## src/rtl/eth_ipv4_hdr_extract.sv

```systemverilog
// Passive header tap on a 64-bit AXI4-Stream Ethernet RX path: captures L2/L3/L4 fields
// from the first five beats of each frame and strobes them out in host byte order.
module eth_ipv4_hdr_extract #(
    parameter logic [15:0] ETHERTYPE_IPV4 = 16'h0800,
    parameter logic [7:0]  IP_PROTO_UDP   = 8'd17
) (
    input  logic        clk156,
    input  logic        sys_rst_n,
    input  logic        s_axis_tvalid,
    input  logic        s_axis_tready,
    input  logic [63:0] s_axis_tdata,
    input  logic        s_axis_tlast,
    output logic        hdr_valid,
    output logic        hdr_runt,
    output logic        is_ipv4,
    output logic        is_udp,
    output logic [47:0] eth_dst,
    output logic [47:0] eth_src,
    output logic [15:0] eth_type,
    output logic [7:0]  ip_ver_ihl,
    output logic [7:0]  ip_proto,
    output logic [31:0] ip_src,
    output logic [31:0] ip_dst,
    output logic [15:0] udp_sport,
    output logic [15:0] udp_dport
);

    typedef enum logic [1:0] {S_IDLE, S_HDR, S_BODY} state_t;

    // Wire byte 0 of a field sits in the low byte of the raw value; host order puts it at the MSB.
    function automatic logic [15:0] endian_conv16(input logic [15:0] v);
        return {v[7:0], v[15:8]};
    endfunction

    function automatic logic [31:0] endian_conv32(input logic [31:0] v);
        return {v[7:0], v[15:8], v[23:16], v[31:24]};
    endfunction

    function automatic logic [47:0] endian_conv48(input logic [47:0] v);
        return {v[7:0], v[15:8], v[23:16], v[31:24], v[39:32], v[47:40]};
    endfunction

    state_t      state_q, state_d;
    logic [2:0]  beat_q, beat_d;

    logic [47:0] dst_raw_q, dst_raw_d;
    logic [47:0] src_raw_q, src_raw_d;
    logic [15:0] type_raw_q, type_raw_d;
    logic [7:0]  ver_ihl_raw_q, ver_ihl_raw_d;
    logic [7:0]  proto_raw_q, proto_raw_d;
    logic [31:0] ipsrc_raw_q, ipsrc_raw_d;
    logic [31:0] ipdst_raw_q, ipdst_raw_d;
    logic [15:0] sport_raw_q, sport_raw_d;
    logic [15:0] dport_raw_q, dport_raw_d;

    logic        hdr_valid_q, hdr_valid_d;
    logic        hdr_runt_q, hdr_runt_d;
    logic        is_ipv4_q, is_ipv4_d;
    logic        is_udp_q, is_udp_d;
    logic [47:0] eth_dst_q, eth_dst_d;
    logic [47:0] eth_src_q, eth_src_d;
    logic [15:0] eth_type_q, eth_type_d;
    logic [7:0]  ip_ver_ihl_q, ip_ver_ihl_d;
    logic [7:0]  ip_proto_q, ip_proto_d;
    logic [31:0] ip_src_q, ip_src_d;
    logic [31:0] ip_dst_q, ip_dst_d;
    logic [15:0] udp_sport_q, udp_sport_d;
    logic [15:0] udp_dport_q, udp_dport_d;

    logic        accept;
    logic        fire;
    logic        fire_runt;
    logic        ipv4_match;

    assign accept = s_axis_tvalid && s_axis_tready;

    always_comb begin
        state_d       = state_q;
        beat_d        = beat_q;
        dst_raw_d     = dst_raw_q;
        src_raw_d     = src_raw_q;
        type_raw_d    = type_raw_q;
        ver_ihl_raw_d = ver_ihl_raw_q;
        proto_raw_d   = proto_raw_q;
        ipsrc_raw_d   = ipsrc_raw_q;
        ipdst_raw_d   = ipdst_raw_q;
        sport_raw_d   = sport_raw_q;
        dport_raw_d   = dport_raw_q;
        fire          = 1'b0;
        fire_runt     = 1'b0;

        if (accept) begin
            case (state_q)
                S_IDLE: begin
                    // Every beat 0 clears the capture set so a runt reads zeros past its end.
                    dst_raw_d     = s_axis_tdata[47:0];
                    src_raw_d     = {32'h0, s_axis_tdata[63:48]};
                    type_raw_d    = '0;
                    ver_ihl_raw_d = '0;
                    proto_raw_d   = '0;
                    ipsrc_raw_d   = '0;
                    ipdst_raw_d   = '0;
                    sport_raw_d   = '0;
                    dport_raw_d   = '0;
                    if (s_axis_tlast) begin
                        fire      = 1'b1;
                        fire_runt = 1'b1;
                        beat_d    = 3'd0;
                    end else begin
                        state_d = S_HDR;
                        beat_d  = 3'd1;
                    end
                end
                S_HDR: begin
                    case (beat_q)
                        3'd1: begin
                            src_raw_d[47:16] = s_axis_tdata[31:0];
                            type_raw_d       = s_axis_tdata[47:32];
                            ver_ihl_raw_d    = s_axis_tdata[55:48];
                        end
                        3'd2: proto_raw_d = s_axis_tdata[63:56];
                        3'd3: begin
                            ipsrc_raw_d       = s_axis_tdata[47:16];
                            ipdst_raw_d[15:0] = s_axis_tdata[63:48];
                        end
                        3'd4: begin
                            ipdst_raw_d[31:16] = s_axis_tdata[15:0];
                            sport_raw_d        = s_axis_tdata[31:16];
                            dport_raw_d        = s_axis_tdata[47:32];
                        end
                        default: ;
                    endcase
                    beat_d = (beat_q == 3'd5) ? beat_q : beat_q + 3'd1;
                    if (beat_q == 3'd4) begin
                        fire    = 1'b1;
                        state_d = s_axis_tlast ? S_IDLE : S_BODY;
                        if (s_axis_tlast) beat_d = 3'd0;
                    end else if (s_axis_tlast) begin
                        fire      = 1'b1;
                        fire_runt = 1'b1;
                        state_d   = S_IDLE;
                        beat_d    = 3'd0;
                    end
                end
                S_BODY: begin
                    if (s_axis_tlast) begin
                        state_d = S_IDLE;
                        beat_d  = 3'd0;
                    end
                end
                default: begin
                    state_d = S_IDLE;
                    beat_d  = 3'd0;
                end
            endcase
        end

        ipv4_match = (endian_conv16(type_raw_d) == ETHERTYPE_IPV4) && (ver_ihl_raw_d == 8'h45);

        hdr_valid_d  = fire;
        hdr_runt_d   = hdr_runt_q;
        is_ipv4_d    = is_ipv4_q;
        is_udp_d     = is_udp_q;
        eth_dst_d    = eth_dst_q;
        eth_src_d    = eth_src_q;
        eth_type_d   = eth_type_q;
        ip_ver_ihl_d = ip_ver_ihl_q;
        ip_proto_d   = ip_proto_q;
        ip_src_d     = ip_src_q;
        ip_dst_d     = ip_dst_q;
        udp_sport_d  = udp_sport_q;
        udp_dport_d  = udp_dport_q;

        // Fields are swapped from the post-beat raw values so the strobe lands one cycle after the trigger.
        if (fire) begin
            hdr_runt_d   = fire_runt;
            is_ipv4_d    = !fire_runt && ipv4_match;
            is_udp_d     = !fire_runt && ipv4_match && (proto_raw_d == IP_PROTO_UDP);
            eth_dst_d    = endian_conv48(dst_raw_d);
            eth_src_d    = endian_conv48(src_raw_d);
            eth_type_d   = endian_conv16(type_raw_d);
            ip_ver_ihl_d = ver_ihl_raw_d;
            ip_proto_d   = proto_raw_d;
            ip_src_d     = endian_conv32(ipsrc_raw_d);
            ip_dst_d     = endian_conv32(ipdst_raw_d);
            udp_sport_d  = endian_conv16(sport_raw_d);
            udp_dport_d  = endian_conv16(dport_raw_d);
        end
    end

    always_ff @(posedge clk156 or negedge sys_rst_n) begin
        if (!sys_rst_n) begin
            state_q       <= S_IDLE;
            beat_q        <= 3'd0;
            dst_raw_q     <= '0;
            src_raw_q     <= '0;
            type_raw_q    <= '0;
            ver_ihl_raw_q <= '0;
            proto_raw_q   <= '0;
            ipsrc_raw_q   <= '0;
            ipdst_raw_q   <= '0;
            sport_raw_q   <= '0;
            dport_raw_q   <= '0;
            hdr_valid_q   <= 1'b0;
            hdr_runt_q    <= 1'b0;
            is_ipv4_q     <= 1'b0;
            is_udp_q      <= 1'b0;
            eth_dst_q     <= '0;
            eth_src_q     <= '0;
            eth_type_q    <= '0;
            ip_ver_ihl_q  <= '0;
            ip_proto_q    <= '0;
            ip_src_q      <= '0;
            ip_dst_q      <= '0;
            udp_sport_q   <= '0;
            udp_dport_q   <= '0;
        end else begin
            state_q       <= state_d;
            beat_q        <= beat_d;
            dst_raw_q     <= dst_raw_d;
            src_raw_q     <= src_raw_d;
            type_raw_q    <= type_raw_d;
            ver_ihl_raw_q <= ver_ihl_raw_d;
            proto_raw_q   <= proto_raw_d;
            ipsrc_raw_q   <= ipsrc_raw_d;
            ipdst_raw_q   <= ipdst_raw_d;
            sport_raw_q   <= sport_raw_d;
            dport_raw_q   <= dport_raw_d;
            hdr_valid_q   <= hdr_valid_d;
            hdr_runt_q    <= hdr_runt_d;
            is_ipv4_q     <= is_ipv4_d;
            is_udp_q      <= is_udp_d;
            eth_dst_q     <= eth_dst_d;
            eth_src_q     <= eth_src_d;
            eth_type_q    <= eth_type_d;
            ip_ver_ihl_q  <= ip_ver_ihl_d;
            ip_proto_q    <= ip_proto_d;
            ip_src_q      <= ip_src_d;
            ip_dst_q      <= ip_dst_d;
            udp_sport_q   <= udp_sport_d;
            udp_dport_q   <= udp_dport_d;
        end
    end

    assign hdr_valid  = hdr_valid_q;
    assign hdr_runt   = hdr_runt_q;
    assign is_ipv4    = is_ipv4_q;
    assign is_udp     = is_udp_q;
    assign eth_dst    = eth_dst_q;
    assign eth_src    = eth_src_q;
    assign eth_type   = eth_type_q;
    assign ip_ver_ihl = ip_ver_ihl_q;
    assign ip_proto   = ip_proto_q;
    assign ip_src     = ip_src_q;
    assign ip_dst     = ip_dst_q;
    assign udp_sport  = udp_sport_q;
    assign udp_dport  = udp_dport_q;

endmodule

```

## config.mk

```make
export PLATFORM = sky130hd
export DESIGN_NAME = eth_ipv4_hdr_extract
export DESIGN_NICKNAME = d
export VERILOG_FILES = /design/src/rtl/eth_ipv4_hdr_extract.sv
export SDC_FILE = /design/constraint.sdc
export NUM_CORES = 1
export LEC_CHECK = 0
export BUFFER_PORTS_ARGS = -buffer_cell sky130_fd_sc_hd__clkbuf_2
export CORE_MARGIN = 3
export CORE_UTILIZATION = 60
export CTS_CLUSTER_SIZE = 12
export DETAILED_ROUTE_END_ITERATION = 10
export HOLD_SLACK_MARGIN = 0.02
export PLACE_DENSITY = 0.85
export SLEW_MARGIN = 20
export SYNTH_ARGS = -nofsm -noshare
export SYNTH_HDL_FRONTEND = slang
export SYNTH_SLANG_ARGS = --single-unit
```

## constraint.sdc

```tcl
create_clock -name clk156 -period 3.4 [get_ports clk156]
set_clock_uncertainty 0.05 [all_clocks]
set_input_delay 0.17 -clock clk156 [delete_from_list [all_inputs] [get_ports clk156]]
set_output_delay 0.17 -clock clk156 [all_outputs]
set_load 0.05 [all_outputs]
```

==> results by group, run 1 <==
Clocking
  – Clock sink count: around 460
  – Clock Path Buffers: 3
  – CTS tree: done
  – Root Buffer: clkbuf_16
  – Cts repair resizes: 0
  – Worst skew pair latency: approximately 520 ps
  – H-tree depth: 2
  – TritonCTS Buffers: 46
  – Clock slew at reported path FFs: approximately 60 ps

Layout
  – Cell Count, Final, Fillers Out: between 1500 and 2000
  – Layout cells sized above 1: a little under half
  – Layout Area Growth over Synthesis: 19.8%
  – Number of diodes: 0
  – Nets: approximately 1500
  – Fin area: around 22000 um2
  – Number of fillers in the final layout: 1669

Power
  – Combinational share of power: a little over a quarter
  – Leak: ~0.011 uW
  – VDD IR max: between 0.0005 and 0.0006 V
  – Net Sw Power: ~5100 uW
  – Sequential Power Share: a little over two fifths
  – Switching Share: 33.4%
  – Power density cells: between 700 and 800 nW/um2
  – Int Power: just over 10000 uW
  – Overall Power: between 15000 and 20000 uW
  – Clk pwr share: a little under 30%

STA
  – Fin. max-slew vios: 0
  – Final Hold Viols: 0
  – RSZ-0062 raised after global routing: false
  – Min cycle time layout: about 2800 ps
  – Hold WS: 253 ps
  – Setup TNS: 0 ps
  – Worst rel slew slack: between 40% and 50%
  – Final Setup Violations: 0
  – Final worst path period share: 83.4%
  – Worst-margin pin slew: around 830 ps
  – Fmax: around 0.35 GHz

Floorplan
  – Die ar.: around 32000 um2
  – Initial cell density of the core: approximately three fifths
  – Core ar.: 29200 um2
  – Die W: 179 um
  – Die Ht: 179 um
  – Num rows: 62
  – I/O pins: 297

Worst setup path
  – Crit start category: flip-flop
  – Reg2reg start: state_q[1]
  – Critical Path RT: about 3800 ps
  – Crit path max fanout: 93
  – CP peak stage delay: between 500 and 600 ps
  – Worst R2R End: udp_sport[15]
  – Critical Path Sink Type: flip-flop
  – R2R Setup Slk: about 570 ps
  – Slowest CP cell: buf_16
  – Critical path cell sequence: and3b_1 > a21oi_4 > clkinv_8 > buf_12 > buf_16 > mux2_2
  – Cells on worst reg2reg path: 6
  – CP Class: flip-flop to flip-flop
  – Worst path arrival time: 3190 ps

Synthesis
  – Most instantiated library cell after synthesis: dfrtp_1
  – Post-Synthesis Cells: 1070
  – Top cells by instance count after synthesis: dfrtp_1, mux2_4, a22o_1
  – Unique masters post-synth: 42
  – Warning count from the yosys run: 0
  – Prevailing post-synth register cell: dfrtp_1
  – Yosys top cell area share: a little under two thirds
  – Number of synthesized flops with an enable pin: 0
  – Leading post-synthesis cells by cell area: dfrtp_1, mux2_4, a22o_1, mux2_2, buf_12
  – Mapped cell area: around 18000 um2
  – Sequential fraction of the synthesis area: about 63%
  – Async S/R FF share, synth: 100%
  – Largest area contributor in the synthesized netlist: dfrtp_1
  – Syn Nets: about 1100
  – Synth Register Bits: roughly 460
  – Syn avg cell area: ~17 um2

Placement
  – Post-DP HPWL: roughly 26000 um
  – Global placement routability congestion: just over 0.8
  – Port buffer count: 296
  – Dpl cells: 1701
  – Area of placed instances: about 20000 um2

Detailed routing
  – Final WL: between 40000 and 50000 um
  – # DRC: 0
  – TritonRoute pass-1 iters: 5
  – Final ANT Viol Nets: 0
  – Detailed Route Iter0 Violations: 689
  – Vias: about 11000
  – Vias per inst: around 5.9
  – WL/cell: between 20 and 25 um

Global routing
  – First-pass GRT wire length: ~68000 um
  – Initial antenna violation count: 0
  – Total gr overflow: 0
  – Vias in the first global route: roughly 12000
  – Largest net degree at the start of global routing: roughly 150
  – GRT Total Usage: a little over a quarter

Run status
  – Status: finished, final reports clean

Flow run
  – Max_cap viols: 0

Min path
  – Min-Delay Path Class: primary input to async pin
-- flip-flops by register name, indices dropped and copies added (netlist names), 2 cells and up --
| signal | cells |
|---|---|
| beat_q | 3 |
| ver_ihl_raw_q | 8 |
| ipdst_raw_q | 32 |
| type_raw_q | 16 |
| ip_src | 32 |
| udp_sport | 16 |
| eth_src | 48 |
| udp_dport | 16 |
| sport_raw_q | 16 |
| ip_dst | 32 |
| eth_type | 16 |
| dst_raw_q | 48 |
| state_q | 2 |
| proto_raw_q | 8 |
| ipsrc_raw_q | 32 |
| ip_ver_ihl | 8 |
| eth_dst | 48 |
| src_raw_q | 48 |
| dport_raw_q | 16 |
| ip_proto | 8 |
-- cell usage in the layout (no fill, tap or decap), types with 2 or more instances in the layout --
cell type and instances:
dfrtp_1 457, clkbuf_2 295, mux2_4 208, a22o_1 159
mux2_2 72, dlygate4sd3_1 68, clkbuf_16 47, nor2_1 22
nand2_1 18, buf_4 9, o21ai_0 8, nor4_1 8
buf_12 8, clkbuf_1 6, a21oi_1 5, ha_1 5
clkinv_2 5, a31oi_1 4, inv_1 4, clkbuf_8 4
o22ai_1 3, nand3b_1 3, nor2_4 3, nor3_1 2
a21o_2 2, nor2b_1 2, nand3_1 2
-- worst max path at each step --
stage                     slack (ps)  startpoint             to
after floorplan                 1480   beat_q[1]   eth_type[15]
after global placement           730   beat_q[0]         is_udp
after detailed placement         650   beat_q[1]         is_udp
after CTS                        660   beat_q[1]         is_udp
after global routing             420   beat_q[1]         is_udp
final                            570  state_q[1]  udp_sport[15]
-- cell type report --
| type | count | area, um2 | share of cell area (%) |
|---|---|---|---|
| multi-input combinational | 542 | 5960 | 27.6 |
| tap | 384 | 480 | 2.22 |
| timing repair buffer | 382 | 2430 | 11.2 |
| sequential | 457 | 11400 | 52.9 |
| inverter | 5 | 31.3 | 0.145 |
| clock buffer | 57 | 1250 | 5.79 |
| clock inverter | 7 | 42.5 | 0.197 |
-- per-stage QoR --
step | util (%) | setup WS, ps
final | 74.2 | 565
after global routing | 74.2 | 421
after CTS | 74.1 | 664
after detailed placement | 67.3 | 649
after global placement | 67.3 | 730
after floorplan | - | 1480
-- power groups by stage --
stage / clock, uW / combinational [uW] / sequential, uW
floorplan: 0 / 1290 / 8290
global placement: 0 / 3820 / 6690
detailed placement: 0 / 3900 / 6730
CTS: 4580 / 3980 / 6660
global route: 4810 / 4170 / 6750
finish: 4510 / 3980 / 6670
-- worst max-delay path: cells and delay by family (launching register included) --
| family | cells | cell delay, ps |
|---|---|---|
| AO/OA/AOI/OAI | 1 | 190 |
| buffers and inverters | 3 | 930 |
| AND/OR/NAND/NOR | 1 | 500 |
| multiplexers | 1 | 420 |
| flip-flops | 1 | 450 |
-- repair_timing --
| item | CTS | global route |
|---|---|---|
| hold endpoints to repair | 373 | 0 |
| buffers inserted | 0 | 0 |
| hold buffers | 68 | 0 |
-- cell families after synthesis --
logic type	after synthesis	share of synthesized area, %
flops	457	63.3
buf+inv	71	3.79
simple gates	68	1.91
fa+ha+maj	5	0.346
mux	280	21.8
compound gates	189	8.84
-- layer usage --
layer | vias up | global-route usage (%) | share of wire (%)
met1 | 5634 | 36.0 | 42
li1 | 4619 | - | -
met3 | 114 | 5.58 | 5.8
met2 | 387 | 41.8 | 48
met5 | - | 0 | 0
met4 | 0 | 10.4 | 4.1
Power figures use the tool's default switching activity.
==> inputs of run 2 (changes only) <==
- CORE_UTILIZATION: 60 -> 51
- PLACE_DENSITY: 0.85 -> 0.77
- clock period: 3.4 -> 2.3 ns (I/O delays scaled with it)
==> run 2 against run 1 <==
  * Global-route usage down 3.0 points
  * First-iteration DRC count down 24%
  * Final cell count up 5.6%
  * Critical endpoint is now eth_dst[0]
  * Sequential share of layout area down 1.1 points
  * Largest power group unchanged
  * Critical path type unchanged
==> results by group, run 2 (same netlist as run 1, synthesis figures left out) <==
Run status
  – Status: finished, final reports clean

Detailed routing
  – WL/cell: 22.6 um (-1.9%)
  – TritonRoute pass-1 iters: 5 (unchanged)
  – Detailed Route Iter0 Violations: 521 (-24%)
  – Vias per inst: 5.56 (-5.2%)
  – # DRC: 0 (unchanged)
  – Vias: 10762 (+0.074%)
  – Final WL: 43800 um (+3.6%)
  – Final ANT Viol Nets: 0 (unchanged)

Layout
  – Layout Area Growth over Synthesis: 22.4%
  – Most common cell after layout, fill and taps aside: dfrtp_1
  – Most frequent cells in the layout: dfrtp_1, clkbuf_2, mux2_4
  – Util after Layout: 63.7% (-11 points)
  – Nets: 1529 (+1.4%)
  – Number of diodes: 0 (unchanged)
  – Number of fillers in the final layout: 2452 (+47%)
  – Layout cells sized above 1: 46.9% (+1.0 points)

Clocking
  – Worst skew pair latency: 550 ps (+30 ps)
  – TritonCTS Buffers: 48 (+4.3%)
  – CTS tree: done
  – Root Buffer: clkbuf_16
  – H-tree depth: 2 (unchanged)
  – Clock sink count: 457 (unchanged)
  – Clock slew at reported path FFs: 60 ps (about the same)
  – Clock Path Buffers: 3 (unchanged)
  – Post-CTS Setup Bufs: 0 (unchanged)

Power
  – Int Power: 15300 uW (+52%)
  – VDD IR max: 0.00109 V (+97%)
  – Sequential Power Share: 43.0% (-1.0 points)
  – Combinational share of power: 25.9% (-0.4 points)
  – Power density cells: 1040 nW/um2 (+48%)
  – Switching Share: 33.2% (-0.13 points)
  – Clk pwr share: 31.1% (+1.4 points)
  – Net Sw Power: 7620 uW (+51%)
  – Leak: 0.0111 uW (+1.7%)

STA
  – Fmax: 0.462 GHz (+31%)
  – Final Setup Violations: 0 (unchanged)
  – RSZ-0062 raised after global routing: false
  – Final Hold Viols: 0 (unchanged)
  – Final worst path period share: 94.1% (+11 points)
  – Fin. max-slew vios: 0 (unchanged)
  – Worst-margin pin slew: 707 ps (-128 ps)
  – Setup ws final: 136 ps (-429 ps)
  – Worst rel slew slack: 52.9% (+8.5 points)
  – Min cycle time layout: 2160 ps (-671 ps)
  – Hold WS: 70.4 ps (-183 ps)

Worst setup path
  – Critical Path RT: 2680 ps (-1080 ps)
  – Slowest CP cell: dfrtp_1
  – Critical path cell sequence: inv_1 > ha_1 > nand2_1 > nor2_4 > a21oi_4 > clkinv_8 > buf_12 > mux2_4
  – Crit start category: flip-flop
  – CP peak stage delay: 430 ps (-90 ps)
  – CP Class: flip-flop to flip-flop
  – Worst path arrival time: 2540 ps (-650 ps)
  – Critical Path Sink Type: flip-flop
  – Crit path max fanout: 49 (-47%)

Placement
  – Global placement routability congestion: 0.832 (+3.4%)
  – Port buffer count: 296 (unchanged)
  – Post-DP HPWL: 27100 um (+5.5%)
  – Pre-CTS WS: -183 ps (-832 ps)

Floorplan
  – Die W: 194 um (+8.2%)
  – Num rows: 68 (+9.7%)
  – I/O pins: 297 (unchanged)
  – Initial cell density of the core: 52.0% (-9.9 points)
  – Die ar.: 37700 um2 (+17%)
  – Die Ht: 194 um (+8.2%)
  – Core ar.: 34700 um2 (+19%)

Global routing
  – Largest net degree at the start of global routing: 80 (-46%)
  – Vias in the first global route: 11831 (+0.75%)
  – GRT Total Usage: 23.3% (-3.0 points)
  – First-pass GRT wire length: 69800 um (+2.2%)
  – Initial antenna violation count: 0 (unchanged)
  – Total gr overflow: 0 (unchanged)

Min path
  – Min-Delay Path Class: primary input to async pin

Flow run
  – Max_cap viols: 0 (unchanged)
-- run 2: final cells by class --
cell class / instances / area (um2) / share of cell area (%)
flip-flops and latches: 457 / 11400 / 51.7
multi-input cells: 542 / 5970 / 27.0
repair buffers: 401 / 2660 / 12.0
clock buffers: 68 / 1380 / 6.23
well taps: 455 / 569 / 2.58
clock inverters: 9 / 51.3 / 0.232
inverters: 5 / 31.3 / 0.142
-- run 2: path summary, 6_finish.rpt --
kind / to / startpoint / cells after the start / slack (ps)
min in group clk156: ipdst_raw_q[19] / s_axis_tdata[3] / 3 / 350
max in group asynchronous: dst_raw_q[8] / sys_rst_n / 4 / 1200
setup / recovery: eth_dst[0] / beat_q[0] / 8 / 140
hold reg to reg: proto_raw_q[4] / proto_raw_q[4] / 2 / 440
hold / removal: eth_src[45] / sys_rst_n / 2 / 70
setup reg to reg: eth_dst[0] / beat_q[0] / 8 / 140
-- run 2: power by group through the flow --
| stage | Clock [uW] | Sequential (uW) | Combinational [uW] |
|---|---|---|---|
| final | 7120 | 9860 | 5950 |
| after global routing | 7620 | 9980 | 6220 |
| after CTS | 7300 | 9840 | 5960 |
| after detailed placement | 0 | 9950 | 5840 |
| after global placement | 0 | 9910 | 5730 |
| after floorplan | 0 | 12300 | 1910 |
-- run 2: worst max-delay path: cells and delay by family (launching register included) --
kind / cells / cell delay [ps]
adder cells (fa/ha/maj): 1 / 200
buffers and inverters: 3 / 540
AND/OR/NAND/NOR: 2 / 230
AO/OA/AOI/OAI: 1 / 200
flip-flops: 1 / 430
multiplexers: 1 / 340
-- run 2: through the flow --
stage	TNS [ps]	power [uW]	area, um2	instances
2_1_floorplan	0	14200	18100	1070
3_3_place_gp	-109	15600	20000	1792
3_5_place_dp	-332	15800	20000	1792
4_1_cts	0	23100	22100	1937
5_1_grt	0	23800	22100	1937
6_report	0	22900	22100	1937
-- run 2: metal layers --
metal	vias to the layer above	GRT usage (%)	routed length (um)
met1	5651	32.1	19200
li1	4677	-	-
met4	0	8.83	1380
met3	84	4.55	2300
met5	-	0	0
met2	350	37.1	21000
-- run 2: repair_timing --
action                                  CTS  global route
gates resized for setup                   3             3
hold buffers                             68             0
endpoints found under the setup margin    2            14
endpoints found under the hold margin   783             0
==> inputs of run 3 (changes only) <==
- PLACE_DENSITY: 0.77 -> 0.76
==> run 3 against run 2 <==
  * Cell area rose by 0.50%
  * Power barely moved
  * Count of clock-buffer cells in the layout rose by 1
  * Sequential share of layout area fell by 0.26 points
  * Via count rose by 0.32%
  * Non-clock buffer count rose by 15
==> results by group, run 3 (same netlist as run 1, synthesis figures left out) <==
Layout
  – Most frequent cells in the layout: dfrtp_1, clkbuf_2, mux2_4
  – Seq. cell area: 11400 um2 (unchanged)
  – Number of fillers in the final layout: 2448 (-0.16%)
  – Most common cell after layout, fill and taps aside: dfrtp_1
  – Nets: 1544 (+0.98%)
  – Layout Area Growth over Synthesis: 23.0%
  – Layout cells sized above 1: 47.1% (+0.16 points)
  – Number of diodes: 0 (unchanged)
  – Util after Layout: 64.0% (+0.32 points)
  – Multi-input gate area: 5980 um2 (about the same)

STA
  – RSZ-0062 raised after global routing: false
  – Worst rel slew slack: 50.8% (-2.1 points)
  – Worst-margin pin slew: 738 ps (+31.5 ps)
  – Final Hold Viols: 0 (unchanged)
  – Fmax: 0.458 GHz (-0.93%)
  – Min cycle time layout: 2180 ps (+20.3 ps)
  – Final Setup Violations: 0 (unchanged)
  – Fin. max-slew vios: 0 (unchanged)
  – Final worst path period share: 95.0% (+0.88 points)
  – Setup TNS: 0 ps (unchanged)

Floorplan
  – Die Ht: 194 um (unchanged)
  – Die ar.: 37700 um2 (unchanged)
  – Core ar.: 34700 um2 (unchanged)
  – Num rows: 68 (unchanged)
  – Die W: 194 um (unchanged)
  – I/O pins: 297 (unchanged)
  – Initial cell density of the core: 52.0% (unchanged)

Power
  – Net Sw Power: 7590 uW (-0.34%)
  – Switching Share: 33.1% (-0.11 points)
  – Leak: 0.0111 uW (+0.57%)
  – Clk pwr share: 31.1% (about the same)
  – Power density cells: 1030 nW/um2 (-0.50%)
  – VDD IR max: 0.000977 V (-10%)
  – Sequential Power Share: 43.0% (about the same)
  – Combinational share of power: 25.9% (about the same)
  – Int Power: 15300 uW (+0.16%)

Worst setup path
  – Critical Path Sink Type: flip-flop
  – CP peak stage delay: 740 ps (+310 ps)
  – Crit path max fanout: 48 (-2.0%)
  – Crit start category: flip-flop
  – Critical path cell sequence: and3b_1 > and3_4 > a22o_1 > mux2_4
  – Cells on worst reg2reg path: 4 (-4)
  – Worst path arrival time: 2630 ps (+90 ps)
  – CP Class: flip-flop to flip-flop
  – CP Buf/Inv Count: 0 (-3)
  – Slowest CP cell: and3_4
  – Top Family by Delay on Critical Path: simple AND/OR/NAND/NOR gates
  – Critical Path RT: 2740 ps (+60 ps)
  – Critical path depth: 4 (-4)

Placement
  – Port buffer count: 296 (unchanged)
  – Post-DP HPWL: 28000 um (+3.2%)
  – Global placement routability congestion: 0.823 (-1.0%)

Detailed routing
  – WL/cell: 22.6 um (about the same)
  – TritonRoute pass-1 iters: 5 (unchanged)
  – Final ANT Viol Nets: 0 (unchanged)
  – Final WL: 44100 um (+0.65%)
  – Detailed Route Iter0 Violations: 502 (-3.6%)
  – # DRC: 0 (unchanged)
  – Vias: 10796 (+0.32%)
  – Vias per inst: 5.53 (-0.40%)

Global routing
  – GRT Total Usage: 23.1% (-0.18 points)
  – First-pass GRT wire length: 69500 um (-0.51%)
  – Largest net degree at the start of global routing: 66 (-18%)
  – Initial antenna violation count: 1 (+1)
  – Vias in the first global route: 11769 (-0.52%)
  – Total gr overflow: 0 (unchanged)

Clocking
  – Clock sink count: 457 (unchanged)
  – Worst skew pair latency: 550 ps (about the same)
  – TritonCTS Buffers: 47 (-2.1%)
  – Root Buffer: clkbuf_16
  – Clock Path Buffers: 3 (unchanged)
  – Clock slew at reported path FFs: 60 ps (about the same)
  – CTS tree: done
  – H-tree depth: 2 (unchanged)

Flow run
  – Max_cap viols: 0 (unchanged)

Min path
  – WHS Path Cells: 3
  – Min-Delay Path Class: primary input to flip-flop

Run status
  – Status: finished, final reports clean
==> run 3: final cells by class <==
type                    count  share of cell area, %
flip-flops and latches    457                   51.5
repair inverters            1                 0.0394
repair buffers            416                   12.5
clock buffers              69                   6.08
multi-input cells         542                   26.9
inverters                   5                  0.141
clock inverters             6                  0.265
well taps                 455                   2.56
==> run 3: through the flow <==
stage	cells	hold WS (ps)	area (um2)	power [uW]	setup slack, ps
after floorplan	1070	-231	18100	14200	380
after global placement	1801	12.2	20000	15700	98.8
after detailed placement	1801	21.6	20000	15800	14.7
after CTS	1946	307	22200	23100	49.1
after global routing	1951	348	22200	23800	3.83
final	1951	345	22200	22900	115
==> run 3: worst paths after layout <==
check / end / from / slack, ps
max: ip_src[11] / state_q[1] / 120
min: ipdst_raw_q[17] / s_axis_tdata[1] / 340
max reg2reg: ip_src[11] / state_q[1] / 120
min reg2reg: dst_raw_q[2] / dst_raw_q[2] / 440
max in group asynchronous: dst_raw_q[41] / sys_rst_n / 930
min in group asynchronous: src_raw_q[7] / sys_rst_n / 490
==> run 3: timing repair <==
item	CTS	global route
setup endpoints to repair	1	42
gates resized for setup	1	3
gates cloned	0	1
pin swaps	0	1
hold buffers	70	0
setup buffers	0	4
hold endpoints to repair	804	0
==> run 3: power groups by stage <==
stage | logic (uW) | registers, uW | clock network [uW]
floorplan | 1910 | 12300 | 0
global placement | 5740 | 9920 | 0
detailed placement | 5840 | 9960 | 0
CTS | 5960 | 9850 | 7290
global route | 6210 | 9980 | 7640
finish | 5940 | 9850 | 7140
==> run 3: per-layer routing <==
layer / vias to the layer above / GRT usage, % / part of all wire (%)
met1: 5650 / 33.0 / 45
met4: 0 / 8.62 / 3.0
met5: - / 0 / 0
met2: 350 / 35.4 / 47
met3: 86 / 4.69 / 5.4
li1: 4710 / - / -
==> run 3: worst min-delay path, stage by stage <==
cell	delay, ps
dlygate4sd3_1	520
clkbuf_2	130
a22o_1	150
